[src/rtl/domain_seq_pkg.sv]
// Shared types for the domain enable sequencer: FSM state encoding and width.
package domain_seq_pkg;

  localparam int SEQ_STATE_W = 3;

  typedef enum logic [SEQ_STATE_W-1:0] {
    IDLE      = 3'd0,
    FILTER    = 3'd1,
    RAMP_UP   = 3'd2,
    RUN       = 3'd3,
    RAMP_DOWN = 3'd4
  } seq_state_t;

endpackage

[src/rtl/bit_synchronizer.sv]
// Multi-flop synchroniser for a single asynchronous level into the clk domain.
module bit_synchronizer #(
  parameter int STAGES = 2
) (
  input  logic clk,
  input  logic async_rst,
  input  logic d,
  output logic q
);

  logic [STAGES-1:0] sync_q;
  logic [STAGES-1:0] sync_d;

  // Shift the sampled level one stage further each cycle.
  always_comb begin
    sync_d = {sync_q[STAGES-2:0], d};
  end

  // Synchroniser flops, cleared to 0 so lock reads as absent out of reset.
  always_ff @(posedge clk or posedge async_rst) begin
    if (async_rst) sync_q <= '0;
    else           sync_q <= sync_d;
  end

  assign q = sync_q[STAGES-1];

endmodule

[src/rtl/domain_enable_sequencer.sv]
// Qualifies PLL lock, then raises per-domain enables one at a time in index
// order with a fixed stagger, and unwinds them in reverse order on lock loss
// or request withdrawal. seq_state exposes the FSM for debug.
module domain_enable_sequencer
  import domain_seq_pkg::*;
#(
  parameter int DOMAIN_COUNT       = 4,
  parameter int LOCK_FILTER_CYCLES = 64,
  parameter int STAGGER_CYCLES     = 16,
  parameter int SYNC_STAGES        = 2
) (
  input  logic                    clk,
  input  logic                    async_rst,
  input  logic                    clk_lock,
  input  logic                    sw_enable,
  input  logic                    clear_sticky,
  output logic [DOMAIN_COUNT-1:0] domain_enable,
  output logic                    all_up,
  output logic [SEQ_STATE_W-1:0]  seq_state,
  output logic                    lock_lost_sticky
);

  localparam int FILT_W = $clog2(LOCK_FILTER_CYCLES + 1);
  localparam int STG_W  = $clog2(STAGGER_CYCLES + 1);
  localparam int IDX_W  = $clog2(DOMAIN_COUNT + 1);

  localparam logic [FILT_W-1:0] FILT_LAST  = FILT_W'(LOCK_FILTER_CYCLES - 1);
  localparam logic [STG_W-1:0]  STG_RELOAD = STG_W'(STAGGER_CYCLES - 1);
  localparam logic [IDX_W-1:0]  IDX_LAST   = IDX_W'(DOMAIN_COUNT - 1);

  logic lock_s;

  seq_state_t              state_q,  state_d;
  logic [FILT_W-1:0]       filt_q,   filt_d;
  logic [STG_W-1:0]        stg_q,    stg_d;
  logic [IDX_W-1:0]        idx_q,    idx_d;
  logic [DOMAIN_COUNT-1:0] en_q,     en_d;
  logic                    all_up_q, all_up_d;
  logic                    sticky_q, sticky_d;

  bit_synchronizer #(.STAGES(SYNC_STAGES)) u_lock_sync (
    .clk       (clk),
    .async_rst (async_rst),
    .d         (clk_lock),
    .q         (lock_s)
  );

  // Next-state, counters and enable pattern. idx counts how many enables are
  // set; the enable vector is the thermometer decode of idx, registered.
  always_comb begin
    state_d  = state_q;
    filt_d   = filt_q;
    stg_d    = (stg_q == '0) ? '0 : stg_q - 1'b1;
    idx_d    = idx_q;
    sticky_d = sticky_q & ~clear_sticky;

    case (state_q)
      IDLE: begin
        if (sw_enable) begin
          state_d = FILTER;
          filt_d  = '0;
        end
      end
      FILTER: begin
        if (!sw_enable) begin
          state_d = IDLE;
          filt_d  = '0;
        end else if (!lock_s) begin
          filt_d = '0;
        end else if (filt_q == FILT_LAST) begin
          state_d = RAMP_UP;
          filt_d  = '0;
          stg_d   = '0;  // first enable goes out on the first RAMP_UP cycle
        end else begin
          filt_d = filt_q + 1'b1;
        end
      end
      RAMP_UP: begin
        if (!lock_s || !sw_enable) begin
          state_d = RAMP_DOWN;
          stg_d   = '0;  // highest set bit clears on the first RAMP_DOWN cycle
        end else if (stg_q == '0) begin
          idx_d = idx_q + 1'b1;
          stg_d = STG_RELOAD;
          if (idx_q == IDX_LAST) state_d = RUN;
        end
      end
      RUN: begin
        if (!lock_s || !sw_enable) begin
          state_d = RAMP_DOWN;
          stg_d   = '0;
        end
      end
      RAMP_DOWN: begin
        if (en_q == '0) begin
          state_d = IDLE;
        end else if (stg_q == '0) begin
          idx_d = idx_q - 1'b1;
          stg_d = STG_RELOAD;
        end
      end
      default: state_d = IDLE;
    endcase

    if ((state_q == RAMP_UP || state_q == RUN) && !lock_s) sticky_d = 1'b1;

    for (int k = 0; k < DOMAIN_COUNT; k++) begin
      en_d[k] = (k < int'(idx_d));
    end

    all_up_d = (state_q == RUN) && (state_d == RUN) && (&en_q);
  end

  // State and datapath registers, all asynchronously reset.
  always_ff @(posedge clk or posedge async_rst) begin
    if (async_rst) begin
      state_q  <= IDLE;
      filt_q   <= '0;
      stg_q    <= '0;
      idx_q    <= '0;
      en_q     <= '0;
      all_up_q <= 1'b0;
      sticky_q <= 1'b0;
    end else begin
      state_q  <= state_d;
      filt_q   <= filt_d;
      stg_q    <= stg_d;
      idx_q    <= idx_d;
      en_q     <= en_d;
      all_up_q <= all_up_d;
      sticky_q <= sticky_d;
    end
  end

  assign domain_enable    = en_q;
  assign all_up           = all_up_q;
  assign seq_state        = state_q;
  assign lock_lost_sticky = sticky_q;

endmodule

[config.mk]
export PLATFORM = sky130hd
export DESIGN_NAME = domain_enable_sequencer
export DESIGN_NICKNAME = d
export VERILOG_FILES = /design/src/rtl/domain_seq_pkg.sv /design/src/rtl/bit_synchronizer.sv /design/src/rtl/domain_enable_sequencer.sv
export SDC_FILE = /design/constraint.sdc
export NUM_CORES = 1
export LEC_CHECK = 0
export BUFFER_PORTS_ARGS = -buffer_cell sky130_fd_sc_hd__buf_2
export CAP_MARGIN = 20
export CORE_MARGIN = 4
export CORE_UTILIZATION = 45
export CTS_BUF_LIST = sky130_fd_sc_hd__clkbuf_8 sky130_fd_sc_hd__clkbuf_16
export DETAILED_ROUTE_END_ITERATION = 8
export SLEW_MARGIN = 20
export SYNTH_ARGS = -nofsm -noshare
export SYNTH_HDL_FRONTEND = slang
export SYNTH_SLANG_ARGS = --single-unit
export TNS_END_PERCENT = 100
[constraint.sdc]
create_clock -name clk -period 3.13 [get_ports clk]
set_input_delay 0.313 -clock clk [delete_from_list [all_inputs] [get_ports clk]]
set_output_delay 0.313 -clock clk [all_outputs]
set_load 0.05 [all_outputs]
; After elaboration in Yosys (flattened, before gate mapping)
; Cells that the tools add are included.
; Widths: inputs -> output; s select.
[word_totals]
regBits = 26
output_inout_bits = 9
elab_cells = 69
input_bits = 5
[classes]
n_reduce_logical = 13
order_cmp = 4
bitwise = 2
add_sub_neg = 4
muxes = 30
eq_ne = 8
[ops]
columns = op, n
row1 = $mux 5, 8
row2 = $mux 3, 13
row3 = $mux 7, 4
row4 = $pmux 5 s4, 1
row5 = $pmux 3 s5, 1
row6 = $pmux 7 s2, 1
row7 = $eq 3x2->1 const B, 4
row8 = $add 7x1->7 const B, 1
row9 = $eq 7x6->1 const B, 1
row10 = $lt 1x3->1 const A, 2
row11 = $lt 2x3->1 const A, 2
row12 = $pmux 3 s2, 1
row13 = $logic_not 5->1, 1
row14 = $sub 5x1->5 const B, 1
row15 = $logic_not 4->1, 1
row16 = $reduce_and 4->1, 1
row17 = $add 3x1->3 const B, 1
row18 = $eq 3x1->1 const B, 1
row19 = $eq 3x3->1 const B, 1
row20 = $logic_and 1x1->1, 3
row21 = $logic_not 3->1, 1
row22 = $sub 3x1->3 const B, 1
row23 = $logic_not 1->1, 2
row24 = $logic_or 1x1->1, 2
row25 = 6 further kinds, 6

; Depth between registers and ports, before layout
[depth]
ltp_word = 8
depth_mapped = 8
ltp_nobuf = 7

; By module
; Synthesis repeated with hierarchy kept, for this count alone.
[unflattened]
cells_unflattened = 129
area_unflattened_um2 = 1310.0
[by_module_without_submodules]
columns = module, seq_area_each_um2, instances, area_each_um2, cells_per_inst
row1 = domain_enable_sequencer, 575.6, 1, 1256.2, 126
row2 = bit_synchronizer, 50.0, 1, 53.8, 3

; Worst setup path before layout
; OpenSTA, ideal clock, no wires.
[synth_timing]
path_kind = reg-to-reg
from = register state_q[0], in the netlist seq_state[0]
to = register en_q[0], in the netlist domain_enable[0]
path_buffers = 2
arrival_time_ns = 2.047
path_slack_ns = 0.951
stages_incl_launch_ff = 7
cell_sequence = dfrtp_1 -> buf_2 -> or4b_4 -> buf_6 -> o2bb2ai_2 -> a22oi_2 -> or3_1
[synth_between]
elab_chain_len = 3
word_cells_on_any_way = 4
[synth_lines]
columns = element, line
row1 = from (decl), domain_enable_sequencer.sv:33  ; seq_state_t state_q, state_d;
row2 = from (signal assigned), domain_enable_sequencer.sv:125  ; state_q <= state_d;
row3 = $eq 3x3->1 or $eq 3x2->1 (tied branches), domain_enable_sequencer.sv:57  ; case (state_q)
row4 = $pmux 3 s2 *, domain_enable_sequencer.sv:57
row5 = named net idx_d[1], domain_enable_sequencer.sv:36  ; logic [IDX_W-1:0] idx_q, idx_d;
row6 = $lt 1x3->1 *, domain_enable_sequencer.sv:108  ; en_d[k] = (k < int'(idx_d));
row7 = named net en_d[0], domain_enable_sequencer.sv:37  ; logic [DOMAIN_COUNT-1:0] en_q, en_d;
row8 = to (signal assigned), domain_enable_sequencer.sv:129  ; en_q <= en_d;
row9 = to (decl), domain_enable_sequencer.sv:37
; The timed path passes the listed nets; every way through them passes the cells marked *.
; A chain may end at the register's enable or synchronous reset.

; Final worst setup path
[layout_timing]
from = register stg_q[0]
to = register en_q[0], in the netlist domain_enable[0]
[layout_between]
elab_chain_len = 5
word_cells_on_any_way = 7
[layout_lines]
columns = element, line
row1 = from (decl), domain_enable_sequencer.sv:35  ; logic [STG_W-1:0] stg_q, stg_d;
row2 = from (signal assigned), domain_enable_sequencer.sv:127  ; stg_q <= stg_d;
row3 = $logic_not 5->1 *, "domain_enable_sequencer.sv:82, domain_enable_sequencer.sv:97"
row4 = "$mux 3, on equally long branches", "domain_enable_sequencer.sv:97, domain_enable_sequencer.sv:82"
row5 = "$mux 3, on equally long branches", "domain_enable_sequencer.sv:95, domain_enable_sequencer.sv:79"
row6 = $pmux 3 s2 *, domain_enable_sequencer.sv:57
row7 = named net idx_d[1], domain_enable_sequencer.sv:36
row8 = $lt 1x3->1 *, domain_enable_sequencer.sv:108
row9 = named net en_d[0], domain_enable_sequencer.sv:37
; Marks and branches as above.

==> results.cfg <==
[clocking]
cts_tree = built
post-cts-setup-buffers = 0
path_clk_slew_ns = 0.08
cts-buffers-inserted = 3
ctsHtreeMaxLevel = 1
clockRootBuffer = clkbuf_8
clock-sinks = 25
clk_path_buf_depth = 2
cts_hold_buf = 0
clock_latency_ns = 0.26
post_cts_resized = 0

[final_layout]
area.growth.synth_to_final_pct = 10.8
final_layout_size_suffix_gt1_share_pct = 16.7
insertedDiodeCount = 0
layout.nets = 149
fin_area_mm2 = 0.00141
fillers = 249
utilization_pct = 51.7
fin_cells = 169

[timing]
worst_pin_slew_ns = 0.491
slew_violations = 0
holdWs_ns = 0.0563
hold_viol_final = 0
setup_violations = 0
skew_ns = 0.00351
period_share_pct = 66.1
fmax_ghz = 0.483
period_needed_ns = 2.07
grt_setup_unrepaired = false
fin_tns_setup_ns = 0
max_slew_margin_pct = 67.0
setup_slack_ns = 1.06

[placement]
hpwl_um = 1720
dp.cells = 164
numPortBuffers = 13
place.gp.congestion = 0.746
dpl_cell_area_mm2 = 0.00134
pre_cts_ws_ns = 1.05

[power]
p_seq_share_pct = 61.3
p_leak_nw = 0.643
powerDensity_mw_per_mm2 = 380
worst_ir_drop_vdd_mv = 0.239
power.share.switching_pct = 21.5
p_switching_mw = 0.115
pwr-share-clk_pct = 34.0
cell_internal_pwr_mw = 0.422
comb_power_share_pct = 4.8
p_total_mw = 0.538

[setup_path]
start_kind = flip-flop
cp.required_ns = 3.28
timing.critical_path.from = stg_q[0]
cp-end-kind = flip-flop
criticalPathCategory = reg -> reg
cp_max_fo = 12
critical_path_arrival_ns = 2.22
worstReg2RegStart = stg_q[0]

[yosys]
synth-async-reset-ratio_pct = 100
syn_area_mm2 = 0.00128
synth.distinct_cells = 39
synth_top_cell_area_share_pct = 49.0
synth_seq_cells = 25
synth_largest_area_cell = dfrtp_1
synth_warnings = 0
synth_area_leaders = dfrtp_1 (49%), ha_1 (4.9%), xnor2_1 (4.1%)
avgSynthCellArea_um2 = 10.1
synth_most_common_cell = dfrtp_1
synth_enable_flop_cells = 0
syn_inst = 126
synth_common_cells = dfrtp_1 (25), nand2_1 (12), inv_1 (10)
ys_seq_area_share_pct = 49.0
synthFlopType = dfrtp_1
syn_nets = 136

[route]
viasPerCell = 5.49
wl_per_cell_um = 13.7
num_vias = 928
drtPass1Iterations = 4
wirelength_um = 2320
drt-initial-drc-count = 30
drc_errors = 0
ant_nets = 0

[floorplan]
core_area_mm2 = 0.00273
rows = 19
die_h_um = 61.3
fp.dieW_um = 61.3
die_area_mm2 = 0.00375
start_util_pct = 46.7
ios = 14

[grt]
grt_pass1_wl_um = 4210
grt_pass1_vias = 956
grt_overflow = 0
grt_usage_pct = 15.4
antenna_found_initial = 0
grt_max_degree = 26

[min_path]
hp-class = in -> async

[job]
cap_violations = 0

[outcome]
status = completed
==> area by class of cell <==
cell class / instances / area [um^2] / area share, %
multi-input cells: 85 / 574 / 40.6
well taps: 31 / 38.8 / 2.74
inverters: 10 / 37.5 / 2.65
flip-flops and latches: 25 / 626 / 44.2
repair buffers: 14 / 92.6 / 6.55
clock buffers: 3 / 41.3 / 2.92
clock inverters: 1 / 3.75 / 0.265
==> cell families after synthesis <==
family          share of synthesized area [%]
xor+xnor                                 4.12
compound gates                           19.4
buf+inv                                  5.98
fa+ha+maj                                4.90
simple gates                             16.6
flops                                    49.0
==> flip-flops by register name, summed over array words and instances, names as in the netlist <==
name,count
filt_q,7
domain_enable,4
u_lock_sync.sync_q,2
all_up,1
idx_q,2
stg_q,5
lock_lost_sticky,1
seq_state,3
==> cell usage in the layout (no fill, tap or decap), types with 2 or more instances in the layout <==
master / instances
inv_1: 11
a32o_1: 2
or3_1: 2
nand2_1: 12
dfrtp_1: 25
buf_2: 13
a21o_1: 2
o21ai_0: 9
a21oi_1: 7
nand2b_1: 2
xnor2_1: 6
ha_1: 5
nor3_1: 3
a22o_1: 2
clkbuf_8: 3
nor4_1: 2
nor2_1: 7
nand3_1: 3
or4_1: 2
==> worst paths after layout <==
check                      slack [ns]                    end  cells past startpoint
max in group asynchronous        2.63              filt_q[3]                      3
min reg2reg                      0.39  u_lock_sync.sync_q[1]                      0
min                              0.06               idx_q[1]                      2
max                              1.06       domain_enable[0]                      7
max reg2reg                      1.06       domain_enable[0]                      7
min in group clk                 0.15  u_lock_sync.sync_q[0]                      1
==> power by group through the flow <==
| stage | clock network [mW] | registers, mW | logic, mW |
|---|---|---|---|
| floorplan | 0 | 0.336 | 0.0136 |
| global placement | 0 | 0.336 | 0.0217 |
| detailed placement | 0 | 0.336 | 0.0222 |
| CTS | 0.190 | 0.329 | 0.0221 |
| global route | 0.205 | 0.330 | 0.0289 |
| finish | 0.183 | 0.329 | 0.0256 |
==> layer usage <==
layer,part of all wire (%),wire length (um),GRT usage [%],vias to the layer above
met2,50,1160,27.2,12
met1,45,1030,17.7,446
met5,0,0,0,-
li1,-,-,-,465
met4,2.1,49,7.43,0
met3,3.2,73,2.94,5
==> worst max-delay path, stage by stage, from the launching register on <==
cell	delay [ns]
dfrtp_1	0.40
inv_1	0.06
ha_1	0.17
nand2b_1	0.07
or3_1	0.52
o21ai_0	0.27
a22oi_2	0.10
or3_1	0.37
No activity file was read; power rests on OpenSTA's default activity.
